## config.mk

```make
export PLATFORM = sky130hd
export DESIGN_NAME = dtree_feeder
export DESIGN_NICKNAME = d
export VERILOG_FILES = /design/src/rtl/dtree_feeder.sv
export SDC_FILE = /design/constraint.sdc
export NUM_CORES = 1
export LEC_CHECK = 0
export CORE_ASPECT_RATIO = 1.5
export CORE_MARGIN = 4
export CORE_UTILIZATION = 35
export CTS_CLUSTER_DIAMETER = 40
export DETAILED_ROUTE_END_ITERATION = 8
export GPL_TIMING_DRIVEN = 0
export MAX_ROUTING_LAYER = met4
export PLACE_DENSITY = 0.7
export REMOVE_ABC_BUFFERS = 1
export SLEW_MARGIN = 20
export SYNTH_ARGS = -nofsm -noshare
export SYNTH_HDL_FRONTEND = slang
export SYNTH_SLANG_ARGS = --single-unit
```

## constraint.sdc

```tcl
create_clock -name clk -period 4.5 [get_ports clk]
set_input_delay 0.675 -clock clk [delete_from_list [all_inputs] [get_ports clk]]
set_output_delay 0.675 -clock clk [all_outputs]
set_load 0.01 [all_outputs]
```

## src/rtl/dtree_feeder.sv

```systemverilog
// dtree_feeder
// Collects a frame of NFEAT features from a valid/ready byte stream into a
// registered feature bus driving an external combinational decision tree.
// Once the last feature lands it waits SETTLE cycles, captures the tree's
// class into a registered result, and offers it downstream with a
// valid/ready handshake before taking the next frame.
//
// Ports
//   clk        rising-edge clock
//   rst        asynchronous active-high reset
//   in_data    feature stream, X0 first
//   in_valid   in_data is valid
//   in_ready   block accepts in_data this cycle (only while collecting)
//   abort      synchronous frame discard, overrides everything else
//   x          registered feature bus, x[i] is feature Xi
//   cls_in     class from the combinational tree
//   cls_out    registered class result
//   cls_valid  cls_out is valid
//   cls_ready  downstream accepts cls_out
//   frame_cnt  completed-frame counter (wraps)
module dtree_feeder #(
  parameter int NFEAT  = 9,
  parameter int W      = 8,
  parameter int SETTLE = 1,
  parameter int CW     = 2
) (
  input  logic                      clk,
  input  logic                      rst,
  input  logic [W-1:0]              in_data,
  input  logic                      in_valid,
  output logic                      in_ready,
  input  logic                      abort,
  output logic [NFEAT-1:0][W-1:0]   x,
  input  logic [CW-1:0]             cls_in,
  output logic [CW-1:0]             cls_out,
  output logic                      cls_valid,
  input  logic                      cls_ready,
  output logic [15:0]               frame_cnt
);

  typedef enum logic [1:0] {
    S_COLLECT = 2'd0,
    S_SETTLE  = 2'd1,
    S_OUTPUT  = 2'd2
  } state_t;

  state_t                    r_state;
  state_t                    w_next;
  logic [3:0]                r_idx;
  logic [3:0]                r_cnt;
  logic [NFEAT-1:0][W-1:0]   r_x;
  logic [CW-1:0]             r_cls;
  logic                      r_cls_valid;
  logic [15:0]               r_frame_cnt;
  logic                      w_in_ready;

  logic w_accept;
  logic w_last;
  logic w_settle_done;
  logic w_handshake;

  // abort masks the accept so a byte in the abort cycle never lands
  assign w_accept      = in_valid && (r_state == S_COLLECT) && !abort;
  assign w_last        = w_accept && (r_idx == 4'(NFEAT - 1));
  assign w_settle_done = (r_state == S_SETTLE) && (r_cnt == 4'd1);
  assign w_handshake   = (r_state == S_OUTPUT) && r_cls_valid && cls_ready;

  // State register
  always_ff @(posedge clk or posedge rst) begin
    if (rst) begin
      r_state <= S_COLLECT;
    end else begin
      r_state <= w_next;
    end
  end

  // Next-state logic
  always_comb begin
    w_next = r_state;
    if (abort) begin
      w_next = S_COLLECT;
    end else begin
      case (r_state)
        S_COLLECT: w_next = w_last ? S_SETTLE : S_COLLECT;
        S_SETTLE:  w_next = w_settle_done ? S_OUTPUT : S_SETTLE;
        S_OUTPUT:  w_next = w_handshake ? S_COLLECT : S_OUTPUT;
        default:   w_next = S_COLLECT;
      endcase
    end
  end

  // Output decode: in_ready depends on state only
  always_comb begin
    w_in_ready = 1'b0;
    if (r_state == S_COLLECT) begin
      w_in_ready = 1'b1;
    end else begin
      w_in_ready = 1'b0;
    end
  end

  // Datapath: feature capture, settle timer, class result, frame counter
  always_ff @(posedge clk or posedge rst) begin
    if (rst) begin
      r_idx       <= 4'd0;
      r_cnt       <= 4'd0;
      r_x         <= '0;
      r_cls       <= '0;
      r_cls_valid <= 1'b0;
      r_frame_cnt <= 16'd0;
    end else if (abort) begin
      // X registers and cls_out are deliberately left untouched
      r_idx       <= 4'd0;
      r_cnt       <= 4'd0;
      r_cls_valid <= 1'b0;
    end else begin
      if (w_accept) begin
        for (int i = 0; i < NFEAT; i++) begin
          if (r_idx == 4'(i)) begin
            r_x[i] <= in_data;
          end
        end
        if (w_last) begin
          r_idx <= 4'd0;
          r_cnt <= 4'(SETTLE);
        end else begin
          r_idx <= r_idx + 4'd1;
        end
      end
      if (r_state == S_SETTLE) begin
        if (w_settle_done) begin
          r_cls       <= cls_in;
          r_cls_valid <= 1'b1;
        end
        r_cnt <= r_cnt - 4'd1;
      end
      if (w_handshake) begin
        r_cls_valid <= 1'b0;
        r_frame_cnt <= r_frame_cnt + 16'd1;
      end
    end
  end

  assign in_ready  = w_in_ready;
  assign x         = r_x;
  assign cls_out   = r_cls;
  assign cls_valid = r_cls_valid;
  assign frame_cnt = r_frame_cnt;

endmodule

```

# Word-level counts from Yosys, hierarchy flattened
# Cells that the tools add are included.
word_totals:
  register_bits: 101
  out_inout_bits: 92
  elab_cells: 74
op_classes:
  add_sub_neg: 3
  eq_ne: 11
  muxes: 17
  n_bitwise: 1
  reduce_logical: 27
op_table:
  columns: ["cell", "n"]
  rows:
  - ["$reduce_and A3 Y1", 10]
  - ["$mux W4", 7]
  - ["$add A16 B1 Y16 const B", 1]
  - ["$eq A4 B3 Y1 const B", 4]
  - ["$reduce_bool A3 Y1", 4]
  - ["$eq A4 B1 Y1 const B", 2]
  - ["$eq A4 B2 Y1 const B", 2]
  - ["$logic_and A1 B1 Y1", 6]
  - ["$mux W1", 6]
  - ["$mux W2", 3]
  - ["$pmux W2 S3", 1]
  - ["$reduce_and A2 Y1", 3]
  - ["$add A4 B1 Y4 const B", 1]
  - ["$eq A4 B4 Y1 const B", 1]
  - ["$logic_not A4 Y1", 1]
  - ["$sub A4 B1 Y4 const B", 1]
  - ["$eq A2 B1 Y1 const B", 1]
  - ["$eq A2 B2 Y1 const B", 1]
  - ["$logic_not A2 Y1", 1]
  - ["$reduce_bool A2 Y1", 1]
  - ["$logic_not A1 Y1", 1]
  - ["$not A1 Y1", 1]

# Logic depth before layout (Yosys ltp)
# Gate-level depths: netlist of the first run.
logic_depth:
  depth_word: 8
  depth_mapped: 7

# Worst setup path before layout of the first run
# No wires, ideal clock.
synth_timing:
  kind: "in2reg"
  from: "in abort"
  to: "reg r_x (netlist bit x[32])"
  setup_time_ns: 0.125
  arrival_ns: 1.684
  slack_ns: 2.692
  stages: 6
  path_buffers: 2
  path_cell_list: "nor2_1 > and3_1 > buf_2 > and3_1 > buf_2 > mux2_2"
synth_between:
  elab_chain_len: 3
  elab_cells_between_ends: 4
  classes_between: "bitwise: 1; reduce/logical: 3"
synth_lines:
  columns: ["element", "line_no", "text"]
  rows:
  - ["from (decl)", "32", "input logic abort,"]
  - ["$logic_not A1 Y1", "63", "assign w_accept = in_valid && (r_state == S_COLLECT) && !abort;"]
  - ["$logic_and A1 B1 Y1", "63", null]
  - ["$reduce_and A3 Y1 (no line) *", null, null]
  - ["to (signal, indexed assignment)", "120", "r_x[i] <= in_data;"]
  - ["to (decl)", "51", "logic [NFEAT-1:0][W-1:0] r_x;"]
# Every way passes the cells marked *; elsewhere a longest branch is shown, timed or not.
# A chain may end at the register's enable or synchronous reset.

# Worst setup path after layout of the first run
layout_timing:
  from: "in abort"
  to: "reg r_x (netlist bit x[20])"
# Same word-level chain as after synthesis.

==> results.ini, run 1 <==
[synthesis]
count_of_state_elements_after_synthesis = 101
ys_seq_area_share_pct = 59.9
synth.avg_cell_area_um2 = 14.1
synthMuxAreaShare_pct = 20.5
post_synth_inst_count = 299
netlist_top_cells_area = sky130_fd_sc_hd__dfrtp_1 (60%), sky130_fd_sc_hd__mux2_2 (20%), sky130_fd_sc_hd__xnor2_1 (2.5%), sky130_fd_sc_hd__ha_1 (2.1%), sky130_fd_sc_hd__nand3_1 (1.3%)
leading_area_contributor_after_synthesis = sky130_fd_sc_hd__dfrtp_1
ys_types = 39
post_synthesis_share_of_cell_area_spent_on_xor_and_xnor_gates_pct = 3.32
main_combinational_cell_family_by_area_after_synthesis = multiplexers
synth-compound-area-share_pct = 2.37
synth.top_cell.area_share_pct = 59.9
ys_async_sr_fraction_pct = 100
yosys_warnings = 0
synth-main-ff-cell = sky130_fd_sc_hd__dfrtp_1
synth_adder_area_share_pct = 2.08
mappedNetlistArea_um2 = 4220
ys_top_cells_by_count = sky130_fd_sc_hd__dfrtp_1 (101), sky130_fd_sc_hd__mux2_2 (74), sky130_fd_sc_hd__xnor2_1 (12)
most_frequent_cell_after_synthesis = sky130_fd_sc_hd__dfrtp_1
post_synth_and_or_nand_nor_area_fraction_pct = 9.82
synth_enable_flop_cells = 0

[clock_network]
clock_edge_transition_at_the_registers_on_the_reported_setup_and_hold_paths_ns = 0.06
clock_tree.root_cell = sky130_fd_sc_hd__clkbuf_16
clk_path_buf_depth = 2
holdBufCountCts = 0
post_cts.repair.setup_buffers = 0
clock_tree_from_tritoncts = done
cts_max_level = 3
cts_made_buffers = 9
numClockSinks = 101
cts_resized = 0
insertion_delay_of_the_later_clocked_pin_in_the_worst_skew_pair_ns = 0.33

[worst_setup_path]
crit_required_ns = 4.71
regToRegStartpoint = r_state[1]$_DFF_PP0_
regToRegSetupSlack_ns = 2.43
startpoint = abort
endpoint_kind = flip-flop
crit_arrival_ns = 2.78
cp_max_fo = 16
critPathLaunchType = primary input
crit_type = primary input to flip-flop

[timing]
final-max-slew-violation-count = 0
timing.final.ws_setup_ns = 1.93
finalSetupViolations = 0
layout_worst_path_cycle_share_pct = 57.1
final_period_minus_worst_setup_slack_ns = 2.57
max_slew.worst_pin.slew_ns = 0.566
hold_violations = 0
rsz0062_at_grt = no
final.hold.worst_slack_ns = 0.482
fmax_mhz = 389
final.setup_skew_ns = 0.00756
max-slew-margin-rel_pct = 62.2

[placement]
gp_routability_congestion = 0.711
pre_cts_ws_ns = 1.55
place.detailed.hpwl_um = 6960
buffer_ports.inserted = 106

[die]
core_region_area_um2 = 11700
num_rows = 48
fp.dieArea_um2 = 13900
die_width_um = 97.6
count_of_pins_on_the_block_boundary = 107
starting_utilization_of_the_core_area_pct = 36.2
die_h_um = 142

[route]
postRouteWirelength_um = 9390
avgViaCountPerCell = 4.86
via_count = 2726
drtAntennaViolNets = 0
highest_layer = met4
wl_met2_um = 5030
dr.first_iter.drc_count = 44
remaining_drc_errors = 0
routed_wire_length_per_instance_um = 16.7
drt_pass1_iterations = 4
routed-wl-met3_um = 386
met1Wirelength_um = 3880

[worst_hold_path]
min-delay-start = frame_cnt[15]$_DFFE_PP0P_
hold_path_class = flip-flop to flip-flop

[grt]
grt_util_overall_pct = 14.4
first_global_vias = 2925
global_route_wire_length_before_repair_um = 15500
antenna_found_initial = 0
global_route.overflow_total = 0
largest_net_degree_at_the_start_of_global_routing = 55

[finish]
area.growth.synth_to_final_pct = 36.2
num-nets-final = 429
antennaDiodeCount = 0
fillerInstances = 1042
final_layout_size_suffix_gt1_share_pct = 24.6

[status]
outcome = completed

[power_and_ir_drop]
p_per_area_nw_per_um2 = 373
leakagePower_nw = 2.59
peak_vdd_ir_uv = 164

[job]
cap_violations = 0

[critical path: stages]
cell and delay, ns:
sky130_fd_sc_hd__clkdlybuf4s50_1 0.70, sky130_fd_sc_hd__nor2_1 0.18, sky130_fd_sc_hd__and3_1 0.33, sky130_fd_sc_hd__and3b_1 0.51
sky130_fd_sc_hd__mux2_2 0.39
[final timing paths]
kind                       cells after the start                         to
max reg2reg                                    4          x[20]$_DFFE_PP0P_
min in group asynchronous                      2          x[17]$_DFFE_PP0P_
min reg2reg                                    1  frame_cnt[15]$_DFFE_PP0P_
max in group asynchronous                      3          x[41]$_DFFE_PP0P_
max                                            5          x[20]$_DFFE_PP0P_
min                                            1  frame_cnt[15]$_DFFE_PP0P_
[cell usage in the layout (no fill, tap or decap), types with 2 or more instances in the layout]
| master | Yosys | layout |
|---|---|---|
| sky130_fd_sc_hd__nor3_1 | 2 | 2 |
| sky130_fd_sc_hd__o21bai_1 | 2 | 2 |
| sky130_fd_sc_hd__a21oi_1 | 8 | 8 |
| sky130_fd_sc_hd__clkinv_4 | 0 | 3 |
| sky130_fd_sc_hd__inv_1 | 8 | 7 |
| sky130_fd_sc_hd__nor2b_1 | 4 | 4 |
| sky130_fd_sc_hd__nand3b_1 | 2 | 2 |
| sky130_fd_sc_hd__nor4_4 | 2 | 2 |
| sky130_fd_sc_hd__nand4_1 | 3 | 3 |
| sky130_fd_sc_hd__and3b_1 | 2 | 2 |
| sky130_fd_sc_hd__mux2_2 | 74 | 74 |
| sky130_fd_sc_hd__mux2i_1 | 2 | 2 |
| sky130_fd_sc_hd__o21ai_0 | 3 | 3 |
| sky130_fd_sc_hd__nand2_1 | 8 | 8 |
| sky130_fd_sc_hd__ha_1 | 7 | 7 |
| sky130_fd_sc_hd__nand3_1 | 11 | 11 |
| sky130_fd_sc_hd__clkdlybuf4s50_1 | 0 | 106 |
| sky130_fd_sc_hd__dfrtp_1 | 101 | 101 |
| sky130_fd_sc_hd__a22oi_1 | 2 | 2 |
| sky130_fd_sc_hd__nor3_2 | 2 | 2 |
| sky130_fd_sc_hd__clkbuf_16 | 0 | 9 |
| sky130_fd_sc_hd__nor2_1 | 10 | 10 |
| sky130_fd_sc_hd__and3_1 | 6 | 6 |
| sky130_fd_sc_hd__xnor2_1 | 12 | 12 |
| sky130_fd_sc_hd__xor2_1 | 4 | 4 |
[power by group]
group	internal [mW]	switching, mW
Clock	0.445	0.317
Combinational	0.211	0.136
Sequential	0.990	0.0458
Total	1.65	0.499
[layer usage]
metal  track usage (%)  vias up
met5                 -        -
met4              3.57        0
met3              3.09        7
met2              25.1       83
met1              16.9     1367
li1                  -     1269
[through the flow]
step	total power, mW	utilization [%]	cells	TNS [ns]	instance area, um2
finish	2.14	49.3	561	0	5750
global route	2.25	49.3	561	0	5750
CTS	2.18	49.3	561	0	5750
detailed placement	1.41	46.7	546	0	5450
global placement	1.39	46.5	545	-27.00	5410
floorplan	1.18	-	289	0	4160
[final cells by class]
type                       count  area (um2)  share of cell area, %
timing repair buffer         107        1090                   18.9
tap                          150         188                   3.27
inverter                       8        35.0                  0.610
clock buffer                  10         239                   4.16
sequential                   101        2530                   44.0
clock inverter                 5        61.3                   1.07
multi-input combinational    180        1610                   28.0
[sequential cells by signal, summed over array words and instances (netlist names)]
| name | count |
|---|---|
| x | 72 |
| r_cnt | 4 |
| r_idx | 4 |
| cls_out | 2 |
| r_state | 2 |
| cls_valid | 1 |
| frame_cnt | 16 |
[cells by family after synthesis]
group	Yosys count
AO/OA/AOI/OAI	17
XOR/XNOR	16
multiplexers	77
adder cells (fa/ha/maj)	7
AND/OR/NAND/NOR	63
buffers and inverters	18
flip-flops	101
No activity file was read; power rests on OpenSTA's default activity.
==> run 2: changes to the inputs <==
- clock period: 4.5 -> 2.6 ns (I/O delays scaled with it)
==> results of run 2 <==
The final DEF is identical to that of run 1. Status: completed.
Main changes from that run: setup slack after placement 1.55 ns -> -0.0625 ns; clock-pin slew on the worst setup and hold paths 0.06 ns -> 0.07 ns; setup slack after layout 1.93 ns -> 0.317 ns; hold slack 0.482 ns -> 0.447 ns; register-to-register setup slack 2.43 ns -> 0.53 ns; total power 2.14 mW -> 3.71 mW; worst IR drop on VDD 164 uV -> 283 uV
==> run 3: changes to the inputs <==
- CORE_UTILIZATION: 35 -> 44
- PLACE_DENSITY: 0.7 -> 0.86
- clock period: 2.6 -> 1.9 ns (I/O delays scaled with it)
==> run 3 against run 2 <==
Effect of this change: sequential power grew 37%; cell count shrank 6.2%; cell area is essentially flat; via count grew 2.5%; worst hold slack lost 0.083 ns; critical path depth shrank 3; routed wire length shrank 1.2%; first-iteration DRC count grew 43%; clock power grew 43%; register-to-register slack lost 0.42 ns; count of clock-buffer cells in the layout grew 2; critical endpoint is now in_ready; power grew 39%; largest power group unchanged.
==> results.ini, run 3 (synthesis gave the netlist of run 1 again) <==
[status]
outcome = completed

[placement]
placed_cell_area_um2 = 5400
buffer_ports.inserted = 106
gp_routability_congestion = 0.732
place.detailed.hpwl_um = 6830

[timing]
max_slew.worst_pin.slew_ns = 0.526
fmax_mhz = 545
max-slew-margin-rel_pct = 64.9
rsz0062_at_grt = no
layout_worst_path_cycle_share_pct = 96.6
final_period_minus_worst_setup_slack_ns = 1.84
finalSetupViolations = 0
final-max-slew-violation-count = 0
final.setup.tns_ns = 0
final.setup_skew_ns = 0.00622
hold_violations = 0

[worst_setup_path]
cp_max_fo = 9
worst_path_max_delay_cell = sky130_fd_sc_hd__clkdlybuf4s50_1
crit_arrival_ns = 1.55
crit_required_ns = 1.62
endpoint_kind = output port
regToRegStartpoint = r_state[1]$_DFF_PP0_
cp-endpoint = in_ready
crit_type = flip-flop to output port
cp_num_cells = 2
cpLargestDelayFamily = buffers and inverters
critPathLaunchType = flip-flop
r2r_cells = 4
startpoint = r_state[1]$_DFF_PP0_
max_stage_delay_ns = 0.56
worstReg2RegEnd = x[18]$_DFFE_PP0P_
worst-path-buf-inv = 1
timing.critical_path.cells = nor2_4 > clkdlybuf4s50_1
regToRegSetupSlack_ns = 0.11

[power_and_ir_drop]
comb_power_share_pct = 15.9
internal_power_mw = 3.98
leakagePower_nw = 2.60
power.share.sequential_pct = 47.4
p_per_area_nw_per_um2 = 900
p_total_mw = 5.17
peak_vdd_ir_uv = 679
p_switching_mw = 1.19
switching_share_pct = 23.0
power.share.clock_pct = 36.6

[grt]
global_route_wire_length_before_repair_um = 15100
first_global_vias = 3028
antenna_found_initial = 0
global_route.overflow_total = 0
largest_net_degree_at_the_start_of_global_routing = 53
grt_util_overall_pct = 18.2

[finish]
fillerInstances = 712
seqCellArea_um2 = 2530
antennaDiodeCount = 0
layout_commonest_cell = sky130_fd_sc_hd__clkdlybuf4s50_1
num-nets-final = 431
final_layout_size_suffix_gt1_share_pct = 27.5
final_design_utilization_pct = 61.7
multi_input_gate_area_in_the_final_layout_um2 = 1620
stdcell_area_um2 = 5740
area.growth.synth_to_final_pct = 36.2
layout_common_cells = sky130_fd_sc_hd__clkdlybuf4s50_1 (105), sky130_fd_sc_hd__dfrtp_1 (98), sky130_fd_sc_hd__mux2_2 (74)
largest_reg_flops = 72

[worst_hold_path]
hold_path_class = primary input to async pin

[clock_network]
clock_tree_from_tritoncts = done
cts_made_buffers = 9
numClockSinks = 101
clk_path_buf_depth = 2
clock_tree.root_cell = sky130_fd_sc_hd__clkbuf_16
cts_max_level = 3
clock_edge_transition_at_the_registers_on_the_reported_setup_and_hold_paths_ns = 0.06
insertion_delay_of_the_later_clocked_pin_in_the_worst_skew_pair_ns = 0.33

[route]
postRouteWirelength_um = 9270
routed_wire_length_per_instance_um = 17.6
drtAntennaViolNets = 0
drt_pass1_iterations = 4
via_count = 2793
remaining_drc_errors = 0
dr.first_iter.drc_count = 63
avgViaCountPerCell = 5.31

[die]
core_region_area_um2 = 9310
fp.dieArea_um2 = 11200
die_width_um = 87.9
die_h_um = 128
num_rows = 43
count_of_pins_on_the_block_boundary = 107
starting_utilization_of_the_core_area_pct = 45.3

[job]
cap_violations = 0

==> run 3: changes by cell type in the layout (fill, tap and decap cells not counted), moves of 2 or more <==
cell	delta
sky130_fd_sc_hd__buf_4	+2
sky130_fd_sc_hd__dfrtp_2	+3
sky130_fd_sc_hd__clkinv_4	-2
sky130_fd_sc_hd__and3b_1	-2
sky130_fd_sc_hd__dfrtp_1	-3
sky130_fd_sc_hd__and3b_2	+2
sky130_fd_sc_hd__and3_1	-4
sky130_fd_sc_hd__clkbuf_8	+2
sky130_fd_sc_hd__and3_2	+4
==> run 3: worst min path at each step <==
stage                                          from                   endpoint  slack [ns]  depth (start not counted)
after floorplan                               abort      cls_valid$_DFFE_PP0P_        0.35                          1
after global placement    frame_cnt[15]$_DFFE_PP0P_  frame_cnt[15]$_DFFE_PP0P_        0.46                          1
after detailed placement  frame_cnt[15]$_DFFE_PP0P_  frame_cnt[15]$_DFFE_PP0P_        0.47                          1
after CTS                                       rst          x[67]$_DFFE_PP0P_        0.38                          2
after global routing                            rst          x[67]$_DFFE_PP0P_        0.39                          2
final                                           rst          x[67]$_DFFE_PP0P_        0.36                          2
==> run 3: area by class of cell <==
class                           count  area share (%)
Tap cell                          112            2.44
Multi-Input combinational cell    180            28.1
Clock buffer                       12            4.64
Sequential cell                   101            44.1
Timing Repair Buffer              109            19.2
Inverter                            8           0.610
Clock inverter                      4           0.915
==> run 3: repair_timing <==
action                                  in CTS  in global routing
pin swaps                                    2                  0
setup buffers                                2                  0
endpoints found under the setup margin      62                 22
hold buffers                                 0                  0
gates cloned                                 0                  0
resized for setup                            7                  4
hold endpoints to repair                     0                  0
==> run 3: power by group through the flow <==
stage                     Combinational (mW)  Clock, mW  Sequential, mW
after global placement                 0.804          0            2.48
after floorplan                        0.231          0            2.57
after CTS                              0.841       1.94            2.46
after detailed placement               0.839          0            2.50
after global routing                   0.884       2.05            2.47
final                                  0.824       1.89            2.45
==> run 3: per-stage QoR <==
stage / hold slack (ns) / setup WS, ns / instances
5_1_grt: 0.392 / 0.00747 / 526
3_5_place_dp: 0.466 / -0.608 / 508
4_1_cts: 0.375 / 0.00109 / 526
6_report: 0.364 / 0.0645 / 526
3_3_place_gp: 0.463 / -2.36 / 507
2_1_floorplan: 0.348 / -1.03 / 289
==> run 3: routing by layer <==
layer	up-vias	share of wire, %	wire length [um]	GRT usage [%]
met2	72	56	5170	32.3
li1	1276	-	-	-
met1	1432	38	3480	19.9
met3	13	4.9	455	3.60
met4	0	1.8	163	6.23
met5	-	0	0	-
